$ cat src/rtl/reg_file_wb_pkg.sv
// rtl/reg_file_wb_pkg.sv - shared widths, flag struct and flag reset value for the register file
package reg_file_wb_pkg;

    localparam int REG_W = 8;
    localparam int REG_D = 3;

    typedef struct packed {
        logic zero;
        logic parity;
        logic odd;
    } flags_t;

    // Flags as they would be derived from an all-zero value
    localparam flags_t FLAGS_RST = '{zero: 1'b1, parity: 1'b0, odd: 1'b0};

endpackage

$ cat src/rtl/reg_file_wb_if.sv
// rtl/reg_file_wb_if.sv - write/read/flag bus between the ALU datapath and the register file
interface reg_file_wb_if import reg_file_wb_pkg::*; #(
    parameter int W = REG_W,
    parameter int D = REG_D
) ();

    logic         WriteEn;
    logic [D-1:0] Waddr;
    logic [W-1:0] DataIn;
    logic         FlagEn;
    logic [D-1:0] RaddrA;
    logic [D-1:0] RaddrB;
    logic [W-1:0] DataOutA;
    logic [W-1:0] DataOutB;
    logic         Zero;
    logic         Parity;
    logic         Odd;

    modport master (
        output WriteEn, Waddr, DataIn, FlagEn, RaddrA, RaddrB,
        input  DataOutA, DataOutB, Zero, Parity, Odd
    );

    modport slave (
        input  WriteEn, Waddr, DataIn, FlagEn, RaddrA, RaddrB,
        output DataOutA, DataOutB, Zero, Parity, Odd
    );

endinterface

$ cat src/rtl/reg_file_wb_status_flags.sv
// rtl/reg_file_wb_status_flags.sv - registered Zero/Parity/Odd status derived from a written value
module status_flags import reg_file_wb_pkg::*; #(
    parameter int W = REG_W
) (
    input  logic         Clk,
    input  logic         Reset,
    input  logic         Update,
    input  logic [W-1:0] Value,
    output flags_t       Flags
);

    flags_t r_flags;

    // Capture flags of the value being written; reset to the zero-value flags
    always_ff @(posedge Clk or negedge Reset) begin
        if (!Reset) begin
            r_flags <= FLAGS_RST;
        end else if (Update) begin
            r_flags.zero   <= (Value == '0);
            r_flags.parity <= ^Value;
            r_flags.odd    <= Value[0];
        end
    end

    assign Flags = r_flags;

endmodule

$ cat src/rtl/reg_file_wb.sv
// rtl/reg_file_wb.sv - 2**D x W register file with two bypassed async read ports and write-back flags
module reg_file_wb import reg_file_wb_pkg::*; #(
    parameter int W = REG_W,
    parameter int D = REG_D
) (
    input  logic          Clk,
    input  logic          Reset,
    reg_file_wb_if.slave  bus
);

    localparam int NREG = 1 << D;

    logic [W-1:0] r_regs [NREG];

    logic         w_bypass_a;
    logic         w_bypass_b;
    logic [W-1:0] w_dout_a;
    logic [W-1:0] w_dout_b;
    logic         w_flag_update;
    flags_t       w_flags;

    // Storage: cleared asynchronously by reset, one write per rising edge otherwise
    always_ff @(posedge Clk or negedge Reset) begin
        if (!Reset) begin
            for (int i = 0; i < NREG; i++) begin
                r_regs[i] <= '0;
            end
        end else if (bus.WriteEn) begin
            r_regs[bus.Waddr] <= bus.DataIn;
        end
    end

    // A write held off by reset must not leak through the bypass either
    assign w_bypass_a = Reset && bus.WriteEn && (bus.RaddrA == bus.Waddr);
    assign w_bypass_b = Reset && bus.WriteEn && (bus.RaddrB == bus.Waddr);

    // Read ports: same-cycle write data wins over the stored value
    always_comb begin
        w_dout_a = r_regs[bus.RaddrA];
        w_dout_b = r_regs[bus.RaddrB];
        if (w_bypass_a) begin
            w_dout_a = bus.DataIn;
        end
        if (w_bypass_b) begin
            w_dout_b = bus.DataIn;
        end
    end

    assign bus.DataOutA = w_dout_a;
    assign bus.DataOutB = w_dout_b;

    assign w_flag_update = bus.WriteEn && bus.FlagEn;

    status_flags #(.W(W)) u_status_flags (
        .Clk    (Clk),
        .Reset  (Reset),
        .Update (w_flag_update),
        .Value  (bus.DataIn),
        .Flags  (w_flags)
    );

    assign bus.Zero   = w_flags.zero;
    assign bus.Parity = w_flags.parity;
    assign bus.Odd    = w_flags.odd;

endmodule

$ cat src/flat_wrapper.sv
// flat-port wrapper written by rule: the top's interface ports become plain ports
module reg_file_wb_flat import reg_file_wb_pkg::*;
#(
    parameter int W = REG_W,
    parameter int D = REG_D
)
  (Clk, Reset, bus_WriteEn, bus_Waddr, bus_DataIn, bus_FlagEn, bus_RaddrA, bus_RaddrB, bus_DataOutA, bus_DataOutB, bus_Zero, bus_Parity, bus_Odd);
  reg_file_wb_if #(.W(W), .D(D)) bus_i ();
  input  logic Clk;
  input  logic Reset;
  input wire logic [$bits(bus_i.WriteEn)-1:0] bus_WriteEn;
  input wire logic [$bits(bus_i.Waddr)-1:0] bus_Waddr;
  input wire logic [$bits(bus_i.DataIn)-1:0] bus_DataIn;
  input wire logic [$bits(bus_i.FlagEn)-1:0] bus_FlagEn;
  input wire logic [$bits(bus_i.RaddrA)-1:0] bus_RaddrA;
  input wire logic [$bits(bus_i.RaddrB)-1:0] bus_RaddrB;
  output wire logic [$bits(bus_i.DataOutA)-1:0] bus_DataOutA;
  output wire logic [$bits(bus_i.DataOutB)-1:0] bus_DataOutB;
  output wire logic [$bits(bus_i.Zero)-1:0] bus_Zero;
  output wire logic [$bits(bus_i.Parity)-1:0] bus_Parity;
  output wire logic [$bits(bus_i.Odd)-1:0] bus_Odd;
  assign bus_i.WriteEn = bus_WriteEn;
  assign bus_i.Waddr = bus_Waddr;
  assign bus_i.DataIn = bus_DataIn;
  assign bus_i.FlagEn = bus_FlagEn;
  assign bus_i.RaddrA = bus_RaddrA;
  assign bus_i.RaddrB = bus_RaddrB;
  assign bus_DataOutA = bus_i.DataOutA;
  assign bus_DataOutB = bus_i.DataOutB;
  assign bus_Zero = bus_i.Zero;
  assign bus_Parity = bus_i.Parity;
  assign bus_Odd = bus_i.Odd;
  reg_file_wb #(.W(W), .D(D)) u_core (.Clk(Clk), .Reset(Reset), .bus(bus_i));
endmodule
$ cat config.mk
export PLATFORM = sky130hd
export DESIGN_NAME = reg_file_wb_flat
export DESIGN_NICKNAME = d
export VERILOG_FILES = /design/src/rtl/reg_file_wb_pkg.sv /design/src/rtl/reg_file_wb_if.sv /design/src/rtl/reg_file_wb_status_flags.sv /design/src/rtl/reg_file_wb.sv /design/src/flat_wrapper.sv
export SDC_FILE = /design/constraint.sdc
export NUM_CORES = 1
export LEC_CHECK = 0
export CAP_MARGIN = 20
export CORE_ASPECT_RATIO = 0.5
export CORE_MARGIN = 2
export CORE_UTILIZATION = 25
export CTS_CLUSTER_DIAMETER = 40
export DETAILED_ROUTE_END_ITERATION = 8
export GPL_TIMING_DRIVEN = 0
export PLACE_DENSITY = 0.48
export SETUP_SLACK_MARGIN = 0.4
export SKIP_LAST_GASP = 1
export SLEW_MARGIN = 20
export SYNTH_ARGS = -nofsm -noshare
export SYNTH_HDL_FRONTEND = slang
export SYNTH_SLANG_ARGS = --single-unit
$ cat constraint.sdc
create_clock -name Clk -period 3.35 [get_ports Clk]
set_input_delay 1.005 -clock Clk [delete_from_list [all_inputs] [get_ports Clk]]
set_output_delay 1.005 -clock Clk [all_outputs]
set_load 0.005 [all_outputs]
==> key figures, run 1 <==
Die
  – Die X: 179 µm
  – Boundary Pins: 40
  – Row Count: 31
  – Die area: roughly 16000 µm²
  – Die H: 91.3 µm
  – Placeable Area: 14700 µm²
  – Starting Density: about a quarter

Logic synthesis
  – Yosys cell types: 25
  – Warnings, synthesis: 0
  – Mapped Cells: between 200 and 300
  – Net Count, Synth: approximately 310
  – Synth Area per Inst: 13.3 µm²
  – Seq/Total Area, Yosys: 44.0%
  – Synthesis-stage register bit count: 67
  – Cell Area, Synth: 3810 µm²

Setup path
  – Worst EP arrival: 2320 ps
  – CP max FO: 6
  – R2R setup slack: 2560 ps
  – Critical Path RT: 2340 ps
  – R2r endpoint: u_core.r_regs[25]$_DFFE_PN0P_
  – Crit path launch type: primary input
  – Endpoint class of the critical path: output pin
  – Worst-case reg-to-reg path depth: 1
  – Worst R2R Start: u_core.r_regs[25]$_DFFE_PN0P_
  – Critical setup path kind: in -> out

Pwr
  – Switching share of total power: approximately 27%
  – Clk pwr share: 34.5%
  – Pwr Total: 2.77 mW
  – Combinational power share: between 20% and 30%
  – Switching power of the nets: 0.741 mW
  – Internal power: 2.03 mW
  – Power per cell area: 519 nW/µm²
  – Max VDD drop: 0.207 mV
  – Sequential share of power: about two fifths
  – Static Leakage: 2.24 nW

Min path
  – Hold EP: u_core.r_regs[36]$_DFFE_PN0P_
  – Hold_sp: u_core.r_regs[36]$_DFFE_PN0P_
  – HP Class: reg -> reg
  – Number of instances on the worst hold path: 2

STA
  – Crit share post-route: 99.3%
  – Slew margin rel.: between 20% and 30%
  – Worst-Margin Slew: 1130 ps
  – Final hold vios: 0
  – Final setup violation count: 0
  – RSZ-0062 raised after global routing: yes
  – Slew Limit Fails: 0
  – Final setup TNS: 0 ps
  – Period minus WS final: 3330 ps
  – Clock skew after layout: 0 ps
  – Fmax achieved: 301 MHz
  – Worst setup margin: 24.0 ps

Detailed routing
  – Vias per cell: 4.94
  – DRT met1 WL: between 5000 and 6000 µm
  – Antenna Nets Post-Route: 0
  – Max Used Layer: met4
  – Initial DRC count: 217
  – Met2 routed WL: 5490 µm
  – Total routed wirelength: 12100 µm
  – DRT Pass-1 Iters: 4
  – Vias post-DR: 2795
  – Routed met3 length: 697 µm
  – Drt drc: 0
  – Routed WL per cell: 21.4 µm

Final layout
  – # fillers: 1390
  – Area growth syn-to-layout: 39.8%
  – Final Core Density: 36.2%
  – Post-Layout Inst Area: 5330 µm²
  – Diode count: 0
  – Commonest non-fill, non-tap cell in the layout: dfrtp_1
  – Share of cells above drive strength 1: 44.0%
  – Commonest cells after routing, fill and taps aside: 66 x dfrtp_1, 37 x nand2_1, 35 x o21ai_0
  – Nets@finish: 388

Global routing
  – Pin count of the biggest net entering global routing: 24
  – GR Overflow Total: 0
  – Vias in the first global route: about 2900
  – Initial antenna violation count: 0
  – First-pass GRT wire length: approximately 18000 µm
  – All-Layer GR Usage: 15.7%

Run
  – Max-capacitance violation count: 0

Clock tree
  – Clock root buffer: clkbuf_16
  – CTS tree: built
  – Clock Pin Slew Worst Setup and Hold Paths: 50 ps
  – CTS Sinks: 67
  – Number of CTS-inserted buffers: 9
  – Clock tree buffer depth: 2
  – H-tree depth: 3
  – CTS Hold Buffers Added: 0
  – Worst skew pair latency: ~330 ps

Placement
  – GP Congestion: 0.711
  – # port buffers: 29
  – HPWL reported at the end of detailed placement: 7310 µm
  – Post-DP Area: 4420 µm²
  – Post-placement worst setup slack: -1250 ps

Outcome
  – Status: finished, final reports clean
[state kept, by name, summed over array words and instances (netlist names)]
register and count:
u_core.u_status_flags.Flags 3, u_core.r_regs 64
[cell families after synthesis]
logic type               after synthesis  share of synthesized area [%]
AO/OA/AOI/OAI                         35                           4.59
multiplexers                          96                           36.8
XOR/XNOR                               9                           2.26
AND/OR/NAND/NOR                       50                           7.48
adder cells (fa/ha/maj)                4                           1.31
buffers and inverters                 26                           3.58
flip-flops                            67                           44.0
[through the flow]
stage	cells	hold WS [ps]
global placement	514	472
finish	566	499
detailed placement	515	491
floorplan	287	461
CTS	561	498
global route	566	525
[cells in the mapped netlist]
| cell type | number | area, µm² |
|---|---|---|
| buf_4 | 2 | 15.0 |
| dfrtp_1 | 66 | 1650 |
| inv_1 | 8 | 30.0 |
| xor2_2 | 1 | 16.3 |
| buf_6 | 3 | 33.8 |
| xnor2_1 | 3 | 26.3 |
| nand4_1 | 2 | 12.5 |
| nand2b_4 | 1 | 13.8 |
| xor2_1 | 5 | 43.8 |
| nor3_2 | 2 | 20.0 |
| clkbuf_2 | 1 | 5.00 |
| clkbuf_1 | 4 | 15.0 |
| nor4_4 | 2 | 42.5 |
| mux2i_1 | 32 | 320 |
| buf_2 | 6 | 30.0 |
| o21ai_0 | 35 | 175 |
| nor3b_2 | 2 | 25.0 |
| nand2_2 | 1 | 6.26 |
| ha_1 | 4 | 50.1 |
| dfstp_2 | 1 | 26.3 |
| buf_1 | 2 | 7.51 |
| mux4_2 | 32 | 721 |
| mux2_2 | 32 | 360 |
| nand4b_1 | 3 | 26.3 |
| nand2_1 | 37 | 139 |
[how the worst max path moves through the flow]
| stage | startpoint | slack [ps] | to | depth (start not counted) |
|---|---|---|---|---|
| 2_1_floorplan | bus_RaddrB[2] | 190 | bus_DataOutB[0] | 4 |
| 3_3_place_gp | Reset | -3540 | bus_DataOutA[1] | 5 |
| 3_5_place_dp | Reset | -1250 | bus_DataOutA[2] | 6 |
| 4_1_cts | bus_Waddr[2] | 30 | bus_DataOutB[1] | 8 |
| 5_1_grt | bus_Waddr[2] | -8 | bus_DataOutB[7] | 8 |
| 6_report | bus_Waddr[2] | 20 | bus_DataOutB[7] | 8 |
[area by class of cell]
cell class / count / area, µm² / share of cell area (%)
buffer: 18 / 254 / 4.77
inverter: 8 / 30.0 / 0.564
multi-input combinational: 194 / 2100 / 39.3
timing repair buffer: 65 / 724 / 13.6
clock buffer: 14 / 264 / 4.95
tap: 198 / 248 / 4.65
sequential: 67 / 1680 / 31.5
clock inverter: 2 / 35.0 / 0.657
[power groups by stage]
| stage | Clock [mW] | Sequential, mW | Combinational [mW] |
|---|---|---|---|
| global placement | 0 | 1.08 | 0.665 |
| detailed placement | 0 | 1.10 | 0.681 |
| global route | 1.01 | 1.11 | 0.786 |
| CTS | 0.977 | 1.09 | 0.706 |
| floorplan | 0 | 1.06 | 0.441 |
| finish | 0.955 | 1.09 | 0.722 |
[critical path, cell delays in order]
cell	delay, ps
buf_12	120
xor2_4	180
nor4_4	300
buf_12	180
buf_8	110
buf_6	80
mux2i_1	190
buf_2	140
[routing by layer]
metal  up-vias  track usage (%)
li1       1218                -
met2        85             23.4
met1      1474             22.6
met3        18             3.85
met4         0             4.47
met5         -                0
[repair_timing]
item	CTS	global route
setup endpoints to repair	16	16
gates cloned	4	0
setup buffers	26	5
pin swaps	3	1
gates resized for setup	114	9
Note: power is estimated with default switching activity, not from simulation.
==> inputs of run 2 (changes only) <==
Settings changed: CORE_MARGIN 2 to unset.
==> run 2 against run 1 <==
Effect of this change:
- wire length fell by 0.81%
- hold slack worse by 6.0 ps
- critical path type unchanged
- critical endpoint is now bus_DataOutA[3]
- largest cell class unchanged
- combinational power shrank 1%
- sequential share of layout area up 0.25 points
- utilization down 0.19 points
- sequential cell count did not move
- maximum frequency is 0.31% higher
- cell count fell by 0.35%
==> key figures, run 2 (synthesized netlist as in run 1, its figures left out) <==
Outcome
  – Status: finished, final reports clean

Clock tree
  – CTS Sinks: 67
  – Clock Pin Slew Worst Setup and Hold Paths: 60 ps
  – Number of CTS-inserted buffers: 9
  – H-tree depth: 3
  – Clock root buffer: clkbuf_16
  – Clock tree buffer depth: 2
  – CTS tree: built
  – Worst skew pair latency: 330 ps

Setup path
  – Critical Path RT: between 2000 and 2500 ps
  – Worst R2R Start: u_core.r_regs[28]$_DFFE_PN0P_
  – R2R setup slack: 2570 ps
  – Endpoint class of the critical path: output pin
  – Worst EP arrival: 2310 ps
  – Critical setup path kind: in -> out
  – Crit path launch type: primary input
  – R2r endpoint: u_core.r_regs[28]$_DFFE_PN0P_
  – CP max FO: 3
  – Worst-case reg-to-reg path depth: 1

Placement
  – GP Congestion: 0.787
  – Post-placement worst setup slack: -1260 ps
  – # port buffers: 29
  – Cells after DPL: 515
  – HPWL reported at the end of detailed placement: 7360 µm

Global routing
  – GR Overflow Total: 0
  – Pin count of the biggest net entering global routing: 22
  – All-Layer GR Usage: 16.5%
  – Vias in the first global route: 2951
  – First-pass GRT wire length: 18100 µm
  – Initial antenna violation count: 0

Detailed routing
  – Vias post-DR: 2804
  – Vias per cell: 4.97
  – DRT Pass-1 Iters: 4
  – Total routed wirelength: 12000 µm
  – Initial DRC count: 203
  – Antenna Nets Post-Route: 0
  – Routed WL per cell: 21.3 µm
  – Drt drc: 0

STA
  – RSZ-0062 raised after global routing: yes
  – Worst-Margin Slew: 1130 ps
  – Crit share post-route: about 99%
  – Final hold vios: 0
  – Fmax achieved: 302 MHz
  – Worst setup margin: 34.3 ps
  – Final setup violation count: 0
  – Slew margin rel.: 24.3%
  – Final setup TNS: 0 ps
  – Period minus WS final: 3320 ps
  – Slew Limit Fails: 0
  – Clock skew after layout: 0 ps

Die
  – Row Count: 31
  – Die area: 15800 µm²
  – Placeable Area: about 15000 µm²
  – Boundary Pins: 40
  – Die X: 177 µm
  – Starting Density: 26.0%
  – Die H: between 80 and 90 µm

Pwr
  – Power per cell area: 515 nW/µm²
  – Max VDD drop: around 0.24 mV
  – Clk pwr share: between 30 and 40%
  – Switching share of total power: between 20% and 30%
  – Combinational power share: around a quarter
  – Sequential share of power: 40.0%
  – Internal power: 1.99 mW
  – Static Leakage: roughly 2.2 nW
  – Switching power of the nets: 0.736 mW

Final layout
  – Area growth syn-to-layout: 38.7%
  – Number of flip-flops in the largest register: 64
  – Non-Filler Instances: 564
  – Commonest non-fill, non-tap cell in the layout: dfrtp_1
  – Share of cells above drive strength 1: 43.4%
  – Nets@finish: 386
  – # fillers: 1391
  – Commonest cells after routing, fill and taps aside: 66 x dfrtp_1, 37 x nand2_1, 35 x o21ai_0
  – Diode count: 0
  – Most flops, register: u_core.r_regs

Run
  – Max-capacitance violation count: 0

Min path
  – Number of instances on the worst hold path: 2
  – HP Class: reg -> reg
  – Hold_sp: u_core.u_status_flags.Flags[2]$_DFFE_PN1P_
  – Hold EP: u_core.u_status_flags.Flags[2]$_DFFE_PN1P_
-- run 2: what timing repair did --
item	CTS	global route
pin swaps	3	2
hold buffers	0	0
gates cloned	5	0
setup buffers	21	7
endpoints found under the setup margin	16	16
gates resized for setup	110	14
-- run 2: through the flow --
step / hold slack [ps] / instance area [µm²] / utilization (%) / total power, mW
after floorplan: 461 / 3860 / - / 1.50
after global placement: 469 / 4400 / 30.0 / 1.74
after detailed placement: 477 / 4410 / 30.1 / 1.79
after CTS: 487 / 5160 / 35.2 / 2.73
after global routing: 518 / 5290 / 36.1 / 2.87
final: 493 / 5290 / 36.1 / 2.72
-- run 2: critical path, stage by stage --
cell and delay (ps):
buf_12 110, xor2_4 180, nor4_4 290, buf_6 160, buf_6 100, buf_6 100
mux2i_2 220, buf_2 140
-- run 2: area by class of cell --
type	instances	area [µm²]	area share (%)
sequential	67	1680	31.7
clock inverter	1	5.00	0.0947
multi-input combinational	194	2070	39.2
inverter	8	30.0	0.568
tap	198	248	4.69
clock buffer	15	288	5.44
timing repair buffer	63	711	13.4
buffer	18	258	4.87
-- run 2: power groups by stage --
stage                     Clock [mW]  Combinational [mW]  Sequential, mW
after floorplan                    0               0.441            1.06
after global placement             0               0.663            1.08
after detailed placement           0               0.683            1.10
after CTS                      0.935               0.702            1.09
after global routing           0.975               0.779            1.11
final                          0.921               0.712            1.09
-- run 2: per-layer routing --
| layer | vias to the layer above | global-route usage [%] | share of wire [%] | wire length (µm) |
|---|---|---|---|---|
| li1 | 1216 | - | - | - |
| met5 | - | 0 | 0 | 0 |
| met1 | 1478 | 22.8 | 48 | 5790 |
| met2 | 90 | 24.6 | 44 | 5260 |
| met3 | 20 | 4.21 | 5.5 | 663 |
| met4 | 0 | 7.13 | 2.3 | 281 |
-- run 2: how the worst max path moves through the flow --
stage,from,endpoint,cells past startpoint
final,bus_Waddr[0],bus_DataOutA[3],8
after global routing,bus_Waddr[0],bus_DataOutA[3],8
after CTS,bus_Waddr[2],bus_DataOutA[3],8
after detailed placement,Reset,bus_DataOutA[3],6
after global placement,Reset,bus_DataOutA[4],5
after floorplan,bus_RaddrB[2],bus_DataOutB[0],4
